==> config.mk <==
export PLATFORM = sky130hd
export DESIGN_NAME = alu_result_stage
export DESIGN_NICKNAME = d
export VERILOG_FILES = /design/src/rtl/alu_result_stage.sv
export SDC_FILE = /design/constraint.sdc
export NUM_CORES = 1
export LEC_CHECK = 0
export CAP_MARGIN = 20
export CORE_AREA = 2 2 112 114
export CTS_CLUSTER_DIAMETER = 200
export DETAILED_ROUTE_END_ITERATION = 7
export DIE_AREA = 0 0 114 116
export SETUP_SLACK_MARGIN = 0.1
export SKIP_LAST_GASP = 1
export SLEW_MARGIN = 15
export SYNTH_ARGS = -nofsm -noshare
export SYNTH_HDL_FRONTEND = slang
export SYNTH_SLANG_ARGS = --single-unit
==> constraint.sdc <==
create_clock -name clk -period 3.8 [get_ports clk]
set_input_delay 0.76 -clock clk [delete_from_list [all_inputs] [get_ports clk]]
set_output_delay 0.76 -clock clk [all_outputs]
set_load 0.01 [all_outputs]
==> src/rtl/alu_result_stage.sv <==
// Two-entry in-order result buffer between the ALU and MEM, with trap detection and a trap hold.
// Optional saturating signed-overflow event counter enabled by defining ALU_RESULT_OVF_COUNT_EN.
`ifndef ALU_ADD
`define ALU_ADD 5'h00
`endif
`ifndef ALU_SUB
`define ALU_SUB 5'h02
`endif

module alu_result_stage #(
   parameter int unsigned COUNT_W = 16
) (
   input  logic        clk,
   input  logic        rst_n,
   input  logic        flush,
   input  logic        in_valid,
   output logic        in_ready,
   input  logic [4:0]  in_opt,
   input  logic [31:0] in_result,
   input  logic        in_zero,
   input  logic        in_negative,
   input  logic        in_carry,
   input  logic [4:0]  in_dest,
   input  logic        in_trap_en,
   output logic        out_valid,
   input  logic        out_ready,
   output logic [31:0] out_result,
   output logic [4:0]  out_dest,
   output logic        out_zero,
   output logic        out_negative,
   output logic        out_trap
`ifdef ALU_RESULT_OVF_COUNT_EN
  ,output logic [COUNT_W-1:0] ovf_count
`endif
);

   typedef enum logic [1:0] {S_EMPTY, S_ONE, S_TWO, S_HOLD} state_e;

   typedef struct packed {
      logic [31:0] result;
      logic [4:0]  dest;
      logic        zero;
      logic        negative;
      logic        trap;
   } entry_t;

   state_e     state_q, state_d;
   logic       wr_ptr_q, wr_ptr_d;
   logic       rd_ptr_q, rd_ptr_d;
   logic [1:0] vld_q, vld_d;
   logic       in_ready_q, in_ready_d;
   entry_t     entry_q [2];
   entry_t     entry_d [2];
   entry_t     out_entry;

   logic is_addsub, trap_in, accept, deliver;

   assign is_addsub = (in_opt == `ALU_ADD) || (in_opt == `ALU_SUB);
   assign trap_in   = in_carry && in_trap_en && is_addsub;
   assign accept    = in_valid && in_ready_q;
   assign out_valid = vld_q[rd_ptr_q];
   assign deliver   = out_valid && out_ready;

   always_comb begin
      state_d  = state_q;
      wr_ptr_d = wr_ptr_q;
      rd_ptr_d = rd_ptr_q;
      vld_d    = vld_q;
      entry_d  = entry_q;
      if (flush) begin
         state_d  = S_EMPTY;
         wr_ptr_d = 1'b0;
         rd_ptr_d = 1'b0;
         vld_d    = '0;
      end else begin
         if (deliver) begin
            vld_d[rd_ptr_q] = 1'b0;
            rd_ptr_d        = rd_ptr_q + 1'b1;
         end
         if (accept) begin
            entry_d[wr_ptr_q].result   = in_result;
            entry_d[wr_ptr_q].dest     = trap_in ? 5'd0 : in_dest;
            entry_d[wr_ptr_q].zero     = in_zero;
            entry_d[wr_ptr_q].negative = in_negative;
            entry_d[wr_ptr_q].trap     = trap_in;
            vld_d[wr_ptr_q]            = 1'b1;
            wr_ptr_d                   = wr_ptr_q + 1'b1;
         end
         // HOLD is sticky until flush; otherwise the state mirrors occupancy
         if ((state_q == S_HOLD) || (accept && trap_in)) begin
            state_d = S_HOLD;
         end else begin
            case (vld_d)
               2'b00:   state_d = S_EMPTY;
               2'b11:   state_d = S_TWO;
               default: state_d = S_ONE;
            endcase
         end
      end
      in_ready_d = (state_d == S_EMPTY) || (state_d == S_ONE);
   end

   always_ff @(posedge clk or negedge rst_n) begin
      if (!rst_n) begin
         state_q    <= S_EMPTY;
         wr_ptr_q   <= 1'b0;
         rd_ptr_q   <= 1'b0;
         vld_q      <= '0;
         in_ready_q <= 1'b0;
         entry_q    <= '{default: '0};
      end else begin
         state_q    <= state_d;
         wr_ptr_q   <= wr_ptr_d;
         rd_ptr_q   <= rd_ptr_d;
         vld_q      <= vld_d;
         in_ready_q <= in_ready_d;
         entry_q    <= entry_d;
      end
   end

   assign in_ready     = in_ready_q;
   assign out_entry    = out_valid ? entry_q[rd_ptr_q] : '0;
   assign out_result   = out_entry.result;
   assign out_dest     = out_entry.dest;
   assign out_zero     = out_entry.zero;
   assign out_negative = out_entry.negative;
   assign out_trap     = out_entry.trap;

`ifdef ALU_RESULT_OVF_COUNT_EN
   logic [COUNT_W-1:0] ovf_q, ovf_d;

   always_comb begin
      ovf_d = ovf_q;
      if (!flush && accept && in_carry && is_addsub && (ovf_q != '1))
         ovf_d = ovf_q + COUNT_W'(1);
   end

   always_ff @(posedge clk or negedge rst_n) begin
      if (!rst_n) ovf_q <= '0;
      else        ovf_q <= ovf_d;
   end

   assign ovf_count = ovf_q;
`else
   // COUNT_W only sizes the counter; keep it referenced when the counter is compiled out
   logic unused_count_w;
   assign unused_count_w = (COUNT_W > 0);
`endif

endmodule

# [Word level (Yosys, flattened, before mapping)]
# Cells that the tools add are included.
# W data, S select, Z words.
[word_totals] in_bits=51 out_inout_bits=42 memories=0 rom_bits=0 latch_bits=0 ram_bits=0 regBits=87
[op_classes] bitwise=6 addsub=2 n_mul=0 shifts=0 n_eq_ne=4 n_mux=38 magnitude_cmp=7 n_reduce_logical=17 div=0
[ops] operator="$bwmux W80" n=5
[ops] operator="$demux W40 S1" n=5
[ops] operator="$mux W40" n=5
[ops] operator="$mux W2" n=8
[ops] operator="$mux W1" n=9
[ops] operator="$logic_and A1 B1 Y1" n=8
[ops] operator="$mux W8" n=1
[ops] operator="$eq A5 B2 Y1 const B" n=1
[ops] operator="$logic_not A5 Y1" n=1
[ops] operator="$mux W5" n=1
[ops] operator="$eq A2 B2 Y1 const B" n=2
[ops] operator="$ge A2 B2 Y1 const B" n=2
[ops] operator="$logic_not A2 Y1" n=2
[ops] operator="$lt A1 B2 Y1 const B" n=2
[ops] operator="$not A1 Y2" n=2
[ops] operator="$pmux W2 S2" n=1
[ops] operator="$reduce_bool A2 Y1" n=2
[ops] operator="$logic_or A1 B1 Y1" n=3
[ops] operator="$mux W3" n=1
[ops] operator="$add A1 B1 Y1 const B" n=2
[ops] operator="$and A2 B2 Y2" n=1
[ops] operator="$demux W1 S1" n=2
[ops] operator="$eq A2 B1 Y1 const B" n=1
[ops] operator="$ge A1 B1 Y1 const B" n=2
[ops] operator="5 further kinds" n=5

# [Depth between registers and ports, before layout]
# Gate-level depths: netlist (run 1).
[logic_depth] depth_word=17 mapped_depth=7 mapped_depth_nobuf=6

# [Worst setup path before layout (run 1)]
# Ideal clock, no wire load.
[synth_path] kind="register to output" start="reg rd_ptr_q" end="out out_dest[0]" arrival_time_ns=1.154 path_stages_with_launch=5 required_time_ns=3.040 path_slack_ns=1.886 cell_sequence="dfrtp_1 -> clkbuf_1 -> mux2i_1 -> buf_2 -> nor2_1"
[synth_between] elab_chain_cells=5
[synth_lines] item="from (decl)" line_no="49" rtl="logic rd_ptr_q, rd_ptr_d;"
[synth_lines] item="from (signal assigned)" line_no="114" rtl="rd_ptr_q <= rd_ptr_d;"
[synth_lines] item="$not A1 Y2 (implied by the code)" line_no="122" rtl="assign out_entry = out_valid ? entry_q[rd_ptr_q] : '0;"
[synth_lines] item="$mux W40 (implied by the code) (3 in series)" line_no="122"
[synth_lines] item="$mux W40 *" line_no="122"
[synth_lines] item="to (decl)" line_no="28" rtl="output logic [4:0] out_dest,"
# Every way passes the cells marked *; elsewhere a longest branch is shown, timed or not. The select of a mux whose other input is x is not followed.

# [Worst setup path in the final report (run 1)]
[layout_path] start="reg rd_ptr_q" end="out out_result[1]"
[layout_between] elab_chain_cells=5
[layout_lines] item="$not A1 Y2 (implied by the code)" line_no="122"
[layout_lines] item="$mux W40 (implied by the code) (3 in series)" line_no="122"
[layout_lines] item="$mux W40 *" line_no="122"
[layout_lines] item="to (decl)" line_no="27" rtl="output logic [31:0] out_result,"
# Marks and branches as above.

==> results of run 1 <==
-- state kept, by name, summed over array words and instances, names as in the netlist --
signal	cells
wr_ptr_q	1
entry_q	80
vld_q	2
state_q	2
rd_ptr_q	1
in_ready	1
-- logic make-up after synthesis --
logic type      after synthesis  share of synthesized area (%)
compound gates               18                           2.69
xor+xnor                      1                          0.211
fa+ha+maj                     1                          0.302
buf+inv                      33                           5.22
flops                        87                           52.5
mux                          77                           22.4
simple gates                171                           16.6
-- where the power goes --
part	internal (mW)	leakage, nW	switching [mW]
Sequential	1.18	1.07	0.141
Clock	0.541	0.145	0.349
Combinational	0.397	1.22	0.292
-- metrics by stage --
step	util [%]	worst slack (ns)	hold slack [ns]
finish	45.7	0.520	0.474
global route	45.7	0.427	0.495
CTS	45.7	0.500	0.477
global placement	43.2	0.850	0.458
floorplan	-	1.89	0.445
detailed placement	43.2	0.874	0.462
-- worst max path at each step --
stage / cells past startpoint / to / from
global route: 4 / out_result[1] / rd_ptr_q
CTS: 4 / out_result[1] / rd_ptr_q
finish: 4 / out_result[1] / rd_ptr_q
detailed placement: 4 / out_result[1] / rd_ptr_q
floorplan: 4 / out_dest[0] / rd_ptr_q
global placement: 4 / out_result[17] / rd_ptr_q
-- worst register-to-register path, stage by stage, from the launching register on --
cell and delay [ns]:
dfrtp_2 0.64, nand2b_1 0.28, a2bb2oi_1 0.20, inv_1 0.06, ha_1 0.29, a21oi_1 0.11, a21oi_1 0.08
-- placed cells by master, fill, tap and decap left out, types with 2 or more instances in the layout --
cell type        instances
dfrtp_1                 86
clkdlybuf4s50_1         90
mux2_4                  30
clkbuf_16                9
clkbuf_8                 2
inv_1                    8
nand2_1                120
a2bb2oi_1                2
o21ai_0                  5
nor2_1                  43
mux2_2                   6
mux2i_1                 40
a21oi_1                  4
buf_4                   11
o22ai_1                  5
-- metal layers --
layer | vias up | routed length, µm
met5 | - | 0
met4 | 0 | 117
met3 | 9 | 395
met2 | 72 | 4390
met1 | 1446 | 4530
li1 | 1434 | -
-- cell type report --
| type | count | area [µm²] |
|---|---|---|
| Tap cell | 147 | 184 |
| Multi-Input combinational cell | 268 | 1770 |
| Timing Repair Buffer | 101 | 983 |
| Clock inverter | 3 | 42.5 |
| Inverter | 8 | 30.0 |
| Clock buffer | 12 | 256 |
| Fill cell | 1134 | 6460 |
| Sequential cell | 87 | 2180 |
==> flow_summary_export.csv, run 1 <==
group,metric,value,unit
outcome,status,"complete, no violations",
clocking,clkLatencyLatePin,0.33,ns
die,die_w,114,µm
cells_and_area,diodes,0,
grt,grt_overflow_total,0,
clocking,hold_buffers,0,
sta,final-max-slew-violation-count,0,
synthesis,yosys.cell_count.top_type,"nand2_1",
clocking,cts-root-buf,"clkbuf_16",
synthesis,synth_area_leaders,"dfrtp_1, mux2_4, nand2_1, mux2i_1, nor2_1",
sta,finalHoldViolCount,0,
grt,met3_usage,3.45,%
critical_path,r2r_end,"state_q[0]",
critical_path,start_kind,"register",
placed_design,dp_hpwl,5.93,mm
detailed_routing,num_vias,2961,
detailed_routing,drc,0,
synthesis,synthDistinctLibCells,28,
cells_and_area,postLayoutCellArea,5450,µm²
grt,grt_pass1_vias,3079,
die,row_count,40,
synthesis,synth_top_flop_cell,"dfrtp_1",
detailed_routing,viasPerCell,4.73,
pwr,powerDensity,532,nW/µm²
detailed_routing,wirelength,9.44,mm
placed_design,gp_congestion,0.716,
cells_and_area,areaGrowthSynthToFinish,31.5,%
synthesis,synth_nets,440,
die,dieHeight,116,µm
sta,skew,0.00337,ns
synthesis,syn_area_per_cell,10.7,µm²
critical_path,crit_chain,"buf_4 -> mux2i_1 -> nor2_1 -> clkdlybuf4s50_1",
pwr,power,2.90,mW
clocking,cts_sinks,87,
critical_path,reg2reg_depth,6,
detailed_routing,wl_per_cell,15.1,µm
synthesis,synth_area_leader_cell,"dfrtp_1",
detailed_routing,first_pass_iters,4,
placed_design,io_buffer_count,91,
grt,grt_use_met1,21.3,%
die,io_pins,93,
worst_hold_path,whs_endpoint,"entry_q[31]",
sta,finalSetupTns,0,ns
critical_path,crit_family,"buffers and inverters",
cells_and_area,drive_above_1_share,13.8,%
critical_path,crit_arrival,2.52,ns
clocking,post_cts_resize_count,0,
sta,rsz0062_at_grt,"false",
sta,worst_pin_slew,0.932,ns
pwr,ir_worst_vdd,0.320,mV
detailed_routing,ant_nets,0,
clocking,cts_made_buffers,9,
clocking,clkTransAtPathRegs,0.06,ns
clocking,cts.path.max_buffers,2,
worst_hold_path,hold-path-cell-count,2,
synthesis,synth_common_cells,"nand2_1, dfrtp_1, nor2_1, mux2i_1, mux2_4",
sta,max_freq,0.305,GHz
grt,antenna_found_initial,0,
flow_run,maxCapViolCount,0,
sta,fin_crit,3.28,ns
grt,grt_max_degree,75,
critical_path,end_kind,"primary output",
grt,grtUsageTotal,15.3,%
clocking,post_cts.repair.setup_buffers,0,
clocking,htreeDepth,3,
critical_path,r2r_slack,2.01,ns
critical_path,critPathKind,"register to primary output",
clocking,cts_tree,"yes",
synthesis,synth_warnings,0,
synthesis,synth_edf_count,0,
detailed_routing,drt_iter0_drc,139,
critical_path,crit_buf_inv,2,
grt,busiest_layer,"met2",
die,core_area,11900,µm²
worst_hold_path,hp-class,"register to register",
sta,period_share,86.3,%
grt,met2_usage,23.9,%
placed_design,placed_area,5150,µm²
cells_and_area,nets,527,
synthesis,yosysSeqAreaShare,52.5,%
cells_and_area,finalNonFillerCells,626,
critical_path,critPathMaxStageDelay,0.77,ns
synthesis,synthCells,388,
critical_path,required,3.04,ns
synthesis,synth_seq_cells,87,
grt,grt_first_pass_wirelength,15.7,mm
synthesis,synth_top_area_share,52.5,%
sta,setup_viol,0,
die,die_area,13200,µm²
synthesis,async_flop_share,100,%
sta,slew_headroom,37.9,%
synthesis,synthesis.area,4140,µm²
die,start_util,34.8,%
worst_hold_path,holdCritStartpoint,"entry_q[31]",
critical_path,cpMaxStageDelayCell,"dfrtp_2",
critical_path,critPathMaxFanout,25,
critical_path,regToRegStartpoint,"rd_ptr_q",
pwr,power.leakage,2.44,nW
placed_design,placed_cells,611,
Note: power is estimated with default switching activity, not from simulation.
==> run 2, diff against run 1 <==
--- a/config.mk
+++ b/config.mk
@@ -6,10 +6,12 @@
 export NUM_CORES = 1
 export LEC_CHECK = 0
 export CAP_MARGIN = 20
-export CORE_AREA = 2 2 112 114
+export CORE_AREA = 2 2 99 101
 export CTS_CLUSTER_DIAMETER = 200
 export DETAILED_ROUTE_END_ITERATION = 7
-export DIE_AREA = 0 0 114 116
+export DIE_AREA = 0 0 101 103
+export PLACE_DENSITY = 0.72
+export REMOVE_ABC_BUFFERS = 1
 export SETUP_SLACK_MARGIN = 0.1
 export SKIP_LAST_GASP = 1
 export SLEW_MARGIN = 15
==> run 2 against run 1 <==
Effect of this change:
- clock skew is 0.011 ns higher
- power decreased by 10%
- final area decreased by 3.1%
- core utilization increased by 10 points
- combinational power up 0.7%
- register-to-register slack worse by 0.18 ns
- setup slack better by 0.18 ns
- global-route usage is 3.0 points higher
- die area is 21% lower
- via count grew 1.2%
- largest power group unchanged
==> flow_summary_export.csv, run 2 (synthesis gave the netlist of run 1 again) <==
group,metric,value,unit
outcome,status,"complete, no violations",
detailed_routing,first_pass_iters,4,
clocking,cts_tree,"yes",
sta,skew,0.0148,ns
critical_path,start_kind,"register",
pwr,powerDensity,493,nW/µm²
grt,grtUsageTotal,18.3,%
die,die_area,10400,µm²
sta,whs,0.477,ns
sta,setup_viol,0,
grt,busiest_layer,"met2",
cells_and_area,largest_register_ffs,80,
grt,grt_use_met1,24.1,%
sta,final-max-slew-violation-count,0,
detailed_routing,viasPerCell,5.05,
cells_and_area,final_common_cell,"nand2_1",
flow_run,maxCapViolCount,0,
sta,finalHoldViolCount,0,
cells_and_area,diodes,0,
worst_hold_path,hp-class,"register to register",
cells_and_area,areaGrowthSynthToFinish,27.4,%
critical_path,crit_buf_inv,2,
clocking,cts-root-buf,"clkbuf_8",
placed_design,dp_hpwl,5.82,mm
clocking,cts.path.max_buffers,2,
detailed_routing,ant_nets,0,
clocking,post_cts_resize_count,0,
cells_and_area,drive_above_1_share,14.0,%
die,io_pins,93,
grt,grt_overflow_total,0,
pwr,ir_worst_vdd,0.174,mV
grt,grt_first_pass_wirelength,14.8,mm
clocking,cts_made_buffers,9,
placed_design,placed_cells,577,
die,core_area,9460,µm²
detailed_routing,wirelength,9.13,mm
sta,fin_crit,3.10,ns
clocking,clkTransAtPathRegs,0.09,ns
grt,met2_usage,30.5,%
critical_path,end_kind,"primary output",
critical_path,crit_chain,"mux2i_4 -> buf_4 -> nor2_1 -> clkdlybuf4s50_1",
clocking,hold_buffers,0,
detailed_routing,drc,0,
worst_hold_path,hold-path-cell-count,2,
pwr,power.leakage,2.37,nW
cells_and_area,top_regs,"entry_q (80), state_q (2), vld_q (2)",
cells_and_area,fillers,820,
die,row_count,36,
critical_path,worst-path-stages,4,
critical_path,reg2reg_depth,6,
die,dieHeight,103,µm
critical_path,critPathMaxStageDelay,0.57,ns
clocking,cts_sinks,87,
detailed_routing,num_vias,2996,
critical_path,r2r_slack,1.83,ns
cells_and_area,finalNonFillerCells,593,
die,start_util,43.8,%
critical_path,cpMaxStageDelayCell,"mux2i_4",
critical_path,crit_family,"buffers and inverters",
placed_design,io_buffer_count,91,
critical_path,critPathMaxFanout,25,
sta,max_freq,0.323,GHz
grt,grt_max_degree,68,
critical_path,regToRegStartpoint,"rd_ptr_q",
sta,slew_headroom,44.7,%
clocking,htreeDepth,3,
clocking,post_cts.repair.setup_buffers,0,
sta,worst_pin_slew,0.830,ns
grt,met3_usage,4.34,%
critical_path,r2r_end,"state_q[1]",
pwr,power,2.60,mW
cells_and_area,top_register,"entry_q",
sta,period_share,81.5,%
critical_path,required,3.04,ns
sta,finalSetupTns,0,ns
cells_and_area,nets,526,
clocking,clkLatencyLatePin,0.35,ns
grt,antenna_found_initial,0,
grt,grt_pass1_vias,3082,
worst_hold_path,holdCritStartpoint,"entry_q[23]",
worst_hold_path,whs_endpoint,"entry_q[23]",
critical_path,crit_arrival,2.34,ns
die,die_w,101,µm
critical_path,critPathKind,"register to primary output",
sta,rsz0062_at_grt,"false",
cells_and_area,mostFrequentLayoutCells,"nand2_1, clkdlybuf4s50_1, dfrtp_1",
placed_design,gp_congestion,0.771,
detailed_routing,drt_iter0_drc,99,
detailed_routing,wl_per_cell,15.4,µm
run 2: cell count changes in the layout (fill, tap and decap cells not counted):
| cell | change |
|---|---|
| clkinv_4 | +1 |
| clkinvlp_4 | +1 |
| buf_4 | -1 |
| bufinv_16 | -1 |
| clkbuf_16 | -9 |
| clkbuf_1 | -1 |
| inv_6 | +3 |
| clkbuf_8 | +7 |
run 2: worst max-delay path by stage:
stage,start,slack (ns),end
after global placement,rd_ptr_q,1.04,out_dest[4]
after detailed placement,rd_ptr_q,1.04,out_dest[4]
after floorplan,flush,-1.11,entry_q[40]
after global routing,rd_ptr_q,0.55,out_result[7]
after CTS,rd_ptr_q,0.63,out_dest[4]
final,rd_ptr_q,0.70,out_result[7]
run 2: metrics by stage:
stage / utilization, % / area, µm² / worst slack (ns)
floorplan: - / 3960 / -1.11
global placement: 53.9 / 5100 / 1.04
detailed placement: 53.9 / 5100 / 1.04
CTS: 55.8 / 5280 / 0.632
global route: 55.8 / 5280 / 0.549
finish: 55.8 / 5280 / 0.704
run 2: worst reg2reg max path: stages (launching register included):
cell     delay, ns
dfrtp_2       0.40
buf_4         0.62
nand2_1       0.10
a32o_1        0.25
ha_1          0.18
a21oi_1       0.18
a21oi_1       0.10
run 2: report_power, final:
| group | leakage (nW) | switching, mW | total (mW) | internal, mW |
|---|---|---|---|---|
| Sequential | 1.07 | 0.141 | 1.32 | 1.18 |
| Combinational | 1.22 | 0.298 | 0.694 | 0.396 |
| Clock | 0.0866 | 0.346 | 0.591 | 0.245 |
| Total | 2.37 | 0.785 | 2.60 | 1.82 |
run 2: layout make-up:
cell class | count | area, µm² | share of cell area (%)
Clock buffer | 9 | 124 | 2.35
Sequential cell | 87 | 2180 | 41.3
Inverter | 8 | 30.0 | 0.569
Clock inverter | 7 | 55.1 | 1.04
Tap cell | 114 | 143 | 2.70
Multi-Input combinational cell | 268 | 1770 | 33.6
Timing Repair Buffer | 100 | 976 | 18.5
run 2: metal layers:
layer	share of wire, %	wire length [µm]	vias to the layer above
met3	4.0	363	5
met1	47	4270	1490
li1	-	-	1428
met2	49	4450	73
met4	0.59	54	0
met5	0	0	-
